**src/rtl/vga_frame_reader.sv**
```systemverilog
// Streams one H_RES x V_RES frame from word-addressed memory into a pixel FIFO.
// Define VGA_FRAME_READER_ERR_EN to build the sticky FIFO overflow flag on err.
module vga_frame_reader #(
    parameter int H_RES   = 640,
    parameter int V_RES   = 480,
    parameter int AWIDTH  = 19,
    parameter int DWIDTH  = 16,
    parameter int MAX_OUT = 4
) (
    input  logic              clk,
    input  logic              rst_n,
    input  logic              start,
    input  logic [AWIDTH-1:0] base_addr,
    output logic              busy,
    output logic              frame_done,
    output logic              mem_req,
    output logic [AWIDTH-1:0] mem_addr,
    input  logic              mem_ready,
    input  logic              mem_rvalid,
    input  logic [DWIDTH-1:0] mem_rdata,
    output logic [DWIDTH-1:0] fifo_din,
    output logic              fifo_write,
    input  logic              fifo_afull,
    input  logic              fifo_full,
    output logic              err
);

    // state | meaning
    // IDLE  | waiting for start
    // FETCH | issuing read requests for the frame
    // DRAIN | all requests issued, waiting for data and the last FIFO write
    localparam logic [1:0] IDLE  = 2'd0;
    localparam logic [1:0] FETCH = 2'd1;
    localparam logic [1:0] DRAIN = 2'd2;

    localparam int                TOTAL     = H_RES * V_RES;
    localparam int                CWIDTH    = $clog2(TOTAL + 1);
    localparam logic [CWIDTH-1:0] LAST_REQ  = CWIDTH'(TOTAL - 1);
    localparam logic [3:0]        OUT_LIMIT = 4'(MAX_OUT);

    logic [1:0]        state;
    logic [AWIDTH-1:0] addr_q;
    logic [CWIDTH-1:0] req_cnt;
    logic [3:0]        out_cnt;
    logic              req_hold;
    logic              wr_q;
    logic [DWIDTH-1:0] din_q;
    logic              done_q;
    logic              accept;
    logic              rsp_take;

    // A request left unaccepted stays up regardless of afull or the outstanding limit.
    assign mem_req  = (state == FETCH) && (req_hold || (!fifo_afull && (out_cnt < OUT_LIMIT)));
    assign accept   = mem_req && mem_ready;
    assign rsp_take = mem_rvalid && (out_cnt != 4'd0);

    assign mem_addr   = addr_q;
    assign busy       = (state != IDLE);
    assign frame_done = done_q;
    assign fifo_write = wr_q;
    assign fifo_din   = din_q;

    always_ff @(posedge clk) begin
        if (!rst_n) begin
            state    <= IDLE;
            addr_q   <= '0;
            req_cnt  <= '0;
            out_cnt  <= '0;
            req_hold <= 1'b0;
            wr_q     <= 1'b0;
            din_q    <= '0;
            done_q   <= 1'b0;
        end else begin
            done_q   <= 1'b0;
            wr_q     <= rsp_take;
            req_hold <= mem_req && !mem_ready;
            if (rsp_take) begin
                din_q <= mem_rdata;
            end
            if (accept && !rsp_take) begin
                out_cnt <= out_cnt + 4'd1;
            end else if (!accept && rsp_take) begin
                out_cnt <= out_cnt - 4'd1;
            end
            case (state)
                IDLE: begin
                    if (start) begin
                        addr_q  <= base_addr;
                        req_cnt <= '0;
                        state   <= FETCH;
                    end
                end
                FETCH: begin
                    if (accept) begin
                        addr_q  <= addr_q + AWIDTH'(1);
                        req_cnt <= req_cnt + CWIDTH'(1);
                        if (req_cnt == LAST_REQ) begin
                            state <= DRAIN;
                        end
                    end
                end
                DRAIN: begin
                    // Wait until the final pixel's registered write has gone out.
                    if ((out_cnt == 4'd0) && !wr_q) begin
                        done_q <= 1'b1;
                        state  <= IDLE;
                    end
                end
                default: state <= IDLE;
            endcase
        end
    end

`ifdef VGA_FRAME_READER_ERR_EN
    logic err_q;

    always_ff @(posedge clk) begin
        if (!rst_n) begin
            err_q <= 1'b0;
        end else if (wr_q && fifo_full) begin
            err_q <= 1'b1;
        end
    end

    assign err = err_q;
`else
    logic unused_fifo_full;

    assign unused_fifo_full = fifo_full;
    assign err              = 1'b0;
`endif

endmodule

```
**config.mk**
```make
export PLATFORM = sky130hd
export DESIGN_NAME = vga_frame_reader
export DESIGN_NICKNAME = d
export VERILOG_FILES = /design/src/rtl/vga_frame_reader.sv
export SDC_FILE = /design/constraint.sdc
export NUM_CORES = 1
export LEC_CHECK = 0
export BUFFER_PORTS_ARGS = -buffer_cell sky130_fd_sc_hd__clkbuf_2
export CORE_MARGIN = 3
export CORE_UTILIZATION = 52
export DETAILED_ROUTE_END_ITERATION = 8
export PLACE_DENSITY = 0.81
export SLEW_MARGIN = 5
export SYNTH_ARGS = -nofsm -noshare
export SYNTH_HDL_FRONTEND = slang
export SYNTH_SLANG_ARGS = --single-unit
```
**constraint.sdc**
```tcl
create_clock -name clk -period 3.4 [get_ports clk]
set_input_delay 0.68 -clock clk [delete_from_list [all_inputs] [get_ports clk]]
set_output_delay 0.68 -clock clk [all_outputs]
set_load 0.05 [all_outputs]
```
==> results of run 1 <==
[final cells by class]
| type | instances | area, um2 |
|---|---|---|
| clock buffers | 14 | 153 |
| clock inverters | 1 | 5.00 |
| fillers | 504 | 1950 |
| inverters | 11 | 41.3 |
| multi-input cells | 290 | 1660 |
| flip-flops and latches | 63 | 1260 |
| well taps | 72 | 90.1 |
| repair buffers | 86 | 448 |
[worst max path at each step]
stage | to | cells after the start
2_1_floorplan | out_cnt[3]$_SDFFE_PN0P_ | 12
3_3_place_gp | out_cnt[3]$_SDFFE_PN0P_ | 12
3_5_place_dp | out_cnt[3]$_SDFFE_PN0P_ | 12
4_1_cts | out_cnt[3]$_SDFFE_PN0P_ | 11
5_1_grt | out_cnt[3]$_SDFFE_PN0P_ | 11
6_report | out_cnt[3]$_SDFFE_PN0P_ | 11
[flip-flops by register name, summed over array words and instances (netlist names)]
register	flops
out_cnt	4
frame_done	1
req_cnt	19
fifo_din	16
mem_addr	19
fifo_write	1
req_hold	1
state	2
[cell usage after synthesis, types with 5 or more instances]
cell type / n / area share (%)
a21oi_1: 37 / 6.1
nand3_1: 13 / 2.1
nor4_1: 6 / 1.2
xnor2_1: 16 / 4.6
nor2_1: 34 / 4.2
clkbuf_1: 19 / 2.3
nor4_2: 5 / 2.0
nand4_1: 10 / 2.0
o21ai_0: 15 / 2.5
ha_1: 5 / 2.0
dfxtp_1: 63 / 41
nor3_1: 16 / 2.6
o22ai_1: 7 / 1.4
nand2_1: 67 / 8.2
inv_1: 9 / 1.1
[routing by layer]
metal  vias to the layer above  GRT usage, %  routed length (um)
met5                         -             0                   0
li1                       1502             -                   -
met3                        12          9.65                 669
met4                         0          7.84                 102
met2                       126          39.3                3620
met1                      1423          28.7                3190
[report_power, final]
part	switching, mW	internal (mW)
clock	0.269	0.280
sequential	0.0923	0.839
combinational	0.608	0.265
[stage by stage]
| step | hold WS (ps) | setup WS (ps) |
|---|---|---|
| 5_1_grt | 470 | 573 |
| 2_1_floorplan | 467 | 477 |
| 6_report | 454 | 790 |
| 3_3_place_gp | 441 | 624 |
| 4_1_cts | 455 | 791 |
| 3_5_place_dp | 446 | 556 |
[kinds of logic (layout without fill, tap and decap cells)]
kind of cell | count (synthesis) | after routing
compound gates | 83 | 83
xor+xnor | 20 | 20
fa+ha+maj | 6 | 6
buf+inv | 35 | 112
flops | 63 | 63
mux | 2 | 2
other cells | 1 | 1
simple gates | 178 | 178
[critical path, delay by kind of cell (launching register included)]
kind / cells / cell delay, ps
DFF: 1 / 540
xor gates and xnor gates: 1 / 90
buffers and inverters: 2 / 230
adders and majority gates: 2 / 460
and+or+nand+nor: 2 / 530
AOI/OAI and AO/OA: 4 / 690
==> metrics.txt, run 1 <==
Least-Margin Pin Slew=about 1200 ps; Nets=between 500 and 600; max-cap viol count=0; reg2reg start=state[0]$_SDFFE_PN0P_; status=complete, no violations; CP arrival=about 2900 ps; GRT Overall Usage=between 20% and 30%; initial antenna violation count=0; WP data required=about 3700 ps; height of the die=~83 um; fmax=383 MHz; share of layout cells above drive strength 1=between 20% and 30%; crit path launch=state[0]$_SDFFE_PN0P_; dpl hpwl=~5200 um; latest clock arrival within the worst-skew pair=340 ps; placed cell count=around 520; clk slew on worst S/H paths=about 60 ps; maximum clock insertion buffer count=2; Adder-Cell Fraction of Synth Area=under 10%; max-slew violations=0; Vias/cell=5.70; TritonCTS Buffers=9; root buffer cell=clkbuf_8; max_slew headroom=20.2%; hold path depth=2; Max FO, Critical Path=11; final setup fails=0; Total Routed Length=approximately 7600 um; synthesized area=about 3000 um2; largest net degree at the start of global routing=29; Setup Skew=7.49 ps; WL/cell=roughly 14 um; Tmin final=2610 ps; Worst setup SP type=register; antenna-violating nets left=0; Max VDD drop=roughly 0.47 mV; Worst Setup End Kind=register; final std cells w/o fill=about 540; leading cell type in the layout, fill and taps excluded=clkbuf_2; Power per Cell Area=about 640 nW/um2; Overflow after GRT=0; slowest CP cell=dfxtp_1; Hold Buf Count CTS=0; Period Utilization, post-route=76.8%; CTS resizes=0; DR vias=between 3000 and 4000; Avg Cell Area, Syn=7.89 um2; Max H-tree Level=3; io pins=82; vias in the first global route=2825; FFs w/ async S/R, synth=0%; Die X=82.7 um; Leak=about 1.4 nW; global-route wire length before repair=roughly 13000 um; Synth Area in XOR/XNOR=5.72%; total setup buffers inserted after CTS=0; unrepaired setup endpoints after global routing=false; routability cong.=0.835; flops & latches, synth=63; Antenna Cells=0; cells on worst reg2reg path=11; Compound-Gate Fraction of Synth Area=16.1%; R2R setup slack=a little under 800 ps; Pwr Total=around 2.4 mW; Distinct cells, synth=between 50 and 60; class of the most critical setup path=reg2reg; Hold Path Sink=fifo_din[9]$_SDFFE_PN0P_; final instance area=3660 um2; Simple-Gate Fraction of Synth Area=between 20 and 30%; Remaining DRCs=0; Placement Cell Area=about 3500 um2; most frequent cells in the layout=clkbuf_2, nand2_1, dfxtp_1; setup TNS=0 ps; post-synthesis mux area share=0.654%; crit-path cells=nor2b_1 > o211ai_1 > inv_1 > ha_1 > inv_1 > ha_1 > a21o_1 > a21oi_1 > xnor2_1 > or3_1 > a21oi_1; net count after synthesis=~440; die area=approximately 6800 um2; Hold Startpoint=fifo_din[9]$_SDFFE_PN0P_; synthesized netlist cell count=~390; Starting Density=between 50% and 60%; Ys Warns=0; core region area=5610 um2; # clock sinks=63; ys flop type=dfxtp_1; port bufs=79; largest stage delay on the critical path=roughly 540 ps; 1st-iter DRT viols=around 160; Area Overhead vs Synth=19.5%; Util after Layout=65.2%; r2r endpoint=out_cnt[3]$_SDFFE_PN0P_; register area share after synthesis=41.2%; CTS tree=done; Final Hold Violating Endpoints=0; EDFF count, synth=0; FP Rows=27; first drt pass iteration count=4; Hold Crit Class=reg2reg; largest family of logic cells by synthesized area=simple AND/OR/NAND/NOR gates
No activity file was read; power rests on OpenSTA's default activity.
==> run 2: changes to the inputs <==
--- a/config.mk
+++ b/config.mk
@@ -5,11 +5,12 @@
 export SDC_FILE = /design/constraint.sdc
 export NUM_CORES = 1
 export LEC_CHECK = 0
+export ABC_AREA = 1
 export BUFFER_PORTS_ARGS = -buffer_cell sky130_fd_sc_hd__clkbuf_2
 export CORE_MARGIN = 3
-export CORE_UTILIZATION = 52
+export CORE_UTILIZATION = 49
 export DETAILED_ROUTE_END_ITERATION = 8
-export PLACE_DENSITY = 0.81
+export PLACE_DENSITY = 0.79
 export SLEW_MARGIN = 5
 export SYNTH_ARGS = -nofsm -noshare
 export SYNTH_HDL_FRONTEND = slang
==> constraint.sdc (replaced) <==
create_clock -name clk -period 2.25 [get_ports clk]
set_input_delay 0.45 -clock clk [delete_from_list [all_inputs] [get_ports clk]]
set_output_delay 0.45 -clock clk [all_outputs]
set_load 0.05 [all_outputs]
==> run 2 against run 1 <==
Combinational power up 91%. Synthesized area up 14%. First-iteration DRC count up 6.3%. Utilization down 3.6 points. Largest cell class unchanged. Highest routed layer unchanged.
==> metrics.txt, run 2 <==
status=complete, no violations; class of the most critical setup path=reg2out; antenna-violating nets left=0 (unchanged); root buffer cell=clkbuf_8; leading cell type in the layout, fill and taps excluded=nand2_1; io pins=82 (unchanged); Max H-tree Level=3 (unchanged); setup TNS=0 ps (unchanged); die area=8180 um2 (+20%); worst slack, placed=55.9 ps (-500 ps); Top Usage Layer GRT=met2; clk slew on worst S/H paths=80 ps (+20 ps); Max FO, Critical Path=32 (+21); clock power share=26.6% (+3.2 points); Sw Share=44.2% (+3.0 points); Antenna Cells=0 (unchanged); core region area=6870 um2 (+22%); Power per Cell Area=1020 nW/um2 (+58%); Final Hold Violating Endpoints=0 (unchanged); WP data required=1800 ps (-1870 ps); FP Rows=30 (+11%); flops & latches, synth=63 (unchanged); Max VDD drop=0.489 mV (+3.6%); Worst setup SP type=register; Ys Warns=0 (unchanged); fmax=471 MHz; Synth area leaders=dfxtp_1, nand2_1, nor2_1, nand3_1, inv_1; Hold Worst Slack=299 ps (-155 ps); height of the die=90.4 um (+9.3%); Switch Pwr=1.91 mW (+97%); Sequential Power Share=34.7% (-4.9 points); maximum clock insertion buffer count=2 (unchanged); register area share after synthesis=36.1% (-5.1 points); Area Overhead vs Synth=21.2%; net count after synthesis=611 (+40%); 1st-iter DRT viols=168 (+6.3%); Gate power share=38.7% (+1.6 points); EDFF count, synth=0 (unchanged); FFs w/ async S/R, synth=0% (unchanged); initial antenna violation count=0 (unchanged); global-route wire length before repair=14600 um (+16%); synthesized netlist cell count=563 (+45%); Yosys top cell area share=36.1% (-5.1 points); max-cap viol count=0 (unchanged); Remaining DRCs=0 (unchanged); CTS tree=done; total setup buffers inserted after CTS=0 (unchanged); TritonCTS Buffers=9 (unchanged); dpl hpwl=6250 um (+20%); largest area contributor in the netlist=dfxtp_1; GRT Overall Usage=21.3% (-2.8 points); Period Utilization, post-route=a little over nine tenths; Starting Density=50.9% (-3.7 points); Nets=692 (+36%); first drt pass iteration count=5 (+1); # clock sinks=63 (unchanged); Overflow after GRT=0 (unchanged); internal power=2.41 mW (+74%); most common cell in the netlist=nand2_1; CP arrival=1670 ps (-1210 ps); Hold Buf Count CTS=0 (unchanged); max-slew violations=0 (unchanged); port bufs=79 (unchanged); Total Routed Length=8750 um (+15%); share of layout cells above drive strength 1=19.4% (-2.7 points); met3 GRT Util=3.83% (-5.8 points); Die X=90.4 um (+9.3%); Leak=1.86 nW (+32%); routability cong.=0.903 (+8.2%); Synth top cells by count=nand2_1, nor2_1, dfxtp_1, inv_1, nand3_1; Setup Skew=8.40 ps (+0.906 ps); Hold Crit Class=in2reg; Tmin final=approximately 2100 ps; WL/cell=11.8 um (-17%); Vias/cell=5.02 (-12%); Distinct cells, synth=29 (-44%); DR vias=3741 (+22%); Worst Setup End Kind=output port; vias in the first global route=3418 (+21%); latest clock arrival within the worst-skew pair=350 ps (about the same); final setup fails=0 (unchanged); worst setup margin=126 ps (-664 ps); Global Route met2 Usage=37.1% (-2.3 points); most frequent cells in the layout=nand2_1, nor2_1, clkbuf_2; Avg Cell Area, Syn=6.20 um2 (-21%); ys flop type=dfxtp_1; largest net degree at the start of global routing=33 (+14%); GRT met1 Usage=25.2% (-3.4 points); synthesized area=3490 um2 (+14%)
-- run 2: changes by cell type in the layout (fill, tap and decap cells not counted), moves of 8 or more --
| cell | delta |
|---|---|
| or2_2 | +8 |
| o21ai_0 | +18 |
| a21oi_1 | -13 |
| nor2_1 | +102 |
| nand3_1 | +27 |
| inv_1 | +37 |
| nand2_1 | +71 |
| xnor2_1 | -15 |
-- run 2: path summary, 6_finish.rpt --
path | from | end | slack [ps] | depth (start not counted)
min reg2reg | fifo_write$_SDFF_PN0_ | frame_done$_SDFF_PN0_ | 460 | 1
max reg2reg | out_cnt[2]$_SDFFE_PN0P_ | out_cnt[3]$_SDFFE_PN0P_ | 200 | 14
max | state[0]$_SDFFE_PN0P_ | mem_req | 130 | 6
min | mem_ready | req_hold$_SDFF_PN0_ | 300 | 2
-- run 2: routing by layer --
metal | vias up | routed length, um
li1 | 1951 | -
met4 | 0 | 146
met5 | - | 0
met3 | 16 | 419
met1 | 1669 | 3900
met2 | 105 | 4290
-- run 2: cell type report --
class                   instances  area, um2
inverters                      52        195
repair buffers                 88        463
well taps                      96        120
clock inverters                 7        104
fillers                       663       2630
multi-input cells             430       1970
clock buffers                   9        124
flip-flops and latches         63       1260
-- run 2: critical path, stage by stage (launching register included) --
cell and delay [ps]:
dfxtp_1 370, inv_2 60, nor2_4 90, buf_4 340, nand2_1 130, inv_1 70, clkbuf_2 270
-- run 2: cells by family (layout without fill, tap and decap cells) --
kind of cell | after synthesis | after routing | share of synthesized area [%]
adders and majority gates | 6 | 6 | 2.36
buffers and inverters | 70 | 156 | 7.99
xor gates and xnor gates | 4 | 4 | 1.00
and+or+nand+nor | 352 | 352 | 42.2
AOI/OAI and AO/OA | 67 | 67 | 10.3
other | 1 | 1 | 0.107
DFF | 63 | 63 | 36.1
-- run 2: power groups by stage --
stage | logic [mW] | registers (mW) | clock network, mW
6_report | 1.67 | 1.50 | 1.15
5_1_grt | 1.83 | 1.53 | 1.22
4_1_cts | 1.66 | 1.49 | 1.16
3_5_place_dp | 1.66 | 1.52 | 0
3_3_place_gp | 1.63 | 1.51 | 0
2_1_floorplan | 0.711 | 2.07 | 0
-- run 2: per-stage QoR --
| step | area [um2] | util (%) | std cells | total power [mW] |
|---|---|---|---|---|
| 2_1_floorplan | 3490 | - | 563 | 2.78 |
| 3_3_place_gp | 3990 | 58.1 | 729 | 3.13 |
| 3_5_place_dp | 3990 | 58.1 | 729 | 3.17 |
| 4_1_cts | 4220 | 61.4 | 745 | 4.32 |
| 5_1_grt | 4240 | 61.7 | 745 | 4.58 |
| 6_report | 4240 | 61.7 | 745 | 4.32 |
-- run 2: repair_timing --
action | 4_1_cts | 5_1_grt
endpoints found under the setup margin | 0 | 1
resized for setup | 0 | 3
endpoints found under the hold margin | 0 | 0
==> run 3: changes to the inputs <==
==> constraint.sdc (replaced) <==
create_clock -name clk -period 2.25 [get_ports clk]
set_input_delay 0.1125 -clock clk [delete_from_list [all_inputs] [get_ports clk]]
set_output_delay 0.1125 -clock clk [all_outputs]
set_load 0.05 [all_outputs]
==> run 3 against run 2 <==
Via count up 1.4%. Wire length grew 1.6%. Hold slack worse by 290 ps. Clock skew grew 1.4 ps. Fmax up 4.5%. Total power is 0.28% higher. Sequential power barely moved. Utilization increased by 0.86 points. Setup slack better by 91 ps. Non-clock buffer count up 4. Critical path type is now reg2reg. Critical endpoint is now out_cnt[3]$_SDFFE_PN0P_. Highest routed layer unchanged.
==> metrics.txt, run 3 (synthesis results as in run 2) <==
Vias/cell=5.07 (+0.90%); placed cell count=728 (-0.14%); crit path launch=out_cnt[2]$_SDFFE_PN0P_; Remaining DRCs=0 (unchanged); max-slew violations=0 (unchanged); port bufs=79 (unchanged); Max FO, Critical Path=5 (-84%); Placement Cell Area=4000 um2 (+0.13%); Final Hold Violating Endpoints=0 (unchanged); leading cell type in the layout, fill and taps excluded=nand2_1; final std cells w/o fill=749 (+0.54%); io pins=82 (unchanged); global-route wire length before repair=15200 um (+4.1%); Hold Worst Slack=11.0 ps (-288 ps); Leak=1.88 nW (+1.1%); final setup fails=0 (unchanged); 1st-iter DRT viols=223 (+33%); Power per Cell Area=1010 nW/um2 (-1.1%); worst setup margin=217 ps (+90.8 ps); clk slew on worst S/H paths=80 ps (about the same); status=complete, no violations; root buffer cell=clkbuf_8; total setup buffers inserted after CTS=0 (unchanged); Overflow after GRT=0 (unchanged); class of the most critical setup path=reg2reg; max_slew headroom=approximately 58%; TritonCTS Buffers=9 (unchanged); latest clock arrival within the worst-skew pair=350 ps (about the same); FF/Latch Area=1260 um2 (unchanged); maximum clock insertion buffer count=2 (unchanged); Fill cells=662 (-0.15%); max-cap viol count=0 (unchanged); fmax=492 MHz (+4.5%); Period Utilization, post-route=90.4% (-4.0 points); initial antenna violation count=0 (unchanged); FP Rows=30 (unchanged); Area Overhead vs Synth=22.9%; Die X=90.4 um (unchanged); Pwr Total=4.33 mW (+0.28%); Starting Density=50.9% (unchanged); Max H-tree Level=3 (unchanged); CTS tree=done; Setup Skew=9.75 ps (+1.35 ps); die area=8180 um2 (unchanged); antenna-violating nets left=0 (unchanged); WL/cell=11.9 um (+1.1%); multi-input logic area=1970 um2 (+0.19%); Hold Startpoint=mem_rdata[9]; unrepaired setup endpoints after global routing=false; DR vias=3795 (+1.4%); worst slack, placed=87.7 ps (+31.8 ps); # clock sinks=63 (unchanged); Max VDD drop=0.489 mV (about the same); Worst setup SP type=register; Hold Crit Class=in2reg; WP data required=2490 ps (+690 ps); final instance area=4290 um2 (+1.4%); Worst Setup End Kind=register; Least-Margin Pin Slew=622 ps; largest net degree at the start of global routing=33 (unchanged); core region area=6870 um2 (unchanged); Antenna Cells=0 (unchanged); dpl hpwl=6370 um (+2.0%); Total Routed Length=8900 um (+1.6%); routability cong.=0.921 (+2.0%); Util after Layout=62.5% (+0.86 points); Tmin final=2030 ps (-90.8 ps); reg2reg start=out_cnt[2]$_SDFFE_PN0P_; first drt pass iteration count=5 (unchanged); Nets=696 (+0.58%); setup TNS=0 ps (unchanged); CP arrival=2280 ps (+610 ps); most frequent cells in the layout=nand2_1, nor2_1, clkbuf_2; share of layout cells above drive strength 1=19.3% (-0.12 points); height of the die=90.4 um (unchanged); vias in the first global route=3543 (+3.7%); GRT Overall Usage=22.2% (+0.89 points)
run 3: power breakdown:
group,internal (mW),leakage (nW),switching [mW]
Clock,0.636,0.114,0.497
Sequential,1.32,0.516,0.178
Combinational,0.468,1.25,1.23
run 3: worst max-delay path, cell delays in order, from the launching register on:
cell,delay (ps)
dfxtp_1,420
nor2_2,70
nand2_1,60
nand2_1,70
nand3_2,70
inv_1,50
ha_1,180
inv_2,110
ha_4,230
a21oi_2,140
nand2_1,80
a21oi_1,110
o21ai_0,110
o21ai_0,170
a21oi_1,60
run 3: layout make-up:
type	count	share of cell area, %
Multi-Input combinational cell	430	45.9
Clock buffer	9	2.88
Sequential cell	63	29.4
Tap cell	96	2.80
Clock inverter	7	2.42
Timing Repair Buffer	92	12.1
Inverter	52	4.55
run 3: layer usage:
metal / vias up / global-route usage (%) / wire length (um)
li1: 1955 / - / -
met1: 1716 / 26.1 / 3840
met2: 109 / 39.6 / 4470
met3: 15 / 4.67 / 446
met4: 0 / 8.16 / 140
met5: - / 0 / 0
run 3: path summary, 6_finish.rpt:
path | endpoint | slack [ps] | cells after the start
worst max-delay path | out_cnt[3]$_SDFFE_PN0P_ | 220 | 14
worst max register to register | out_cnt[3]$_SDFFE_PN0P_ | 220 | 14
worst min-delay path | fifo_din[9]$_SDFFE_PN0P_ | 10 | 3
worst min register to register | frame_done$_SDFF_PN0_ | 440 | 1
run 3: what timing repair did:
item,in CTS,in global routing
setup endpoints to repair,0,1
resized for setup,0,4
endpoints found under the hold margin,4,1
hold buffers,4,1
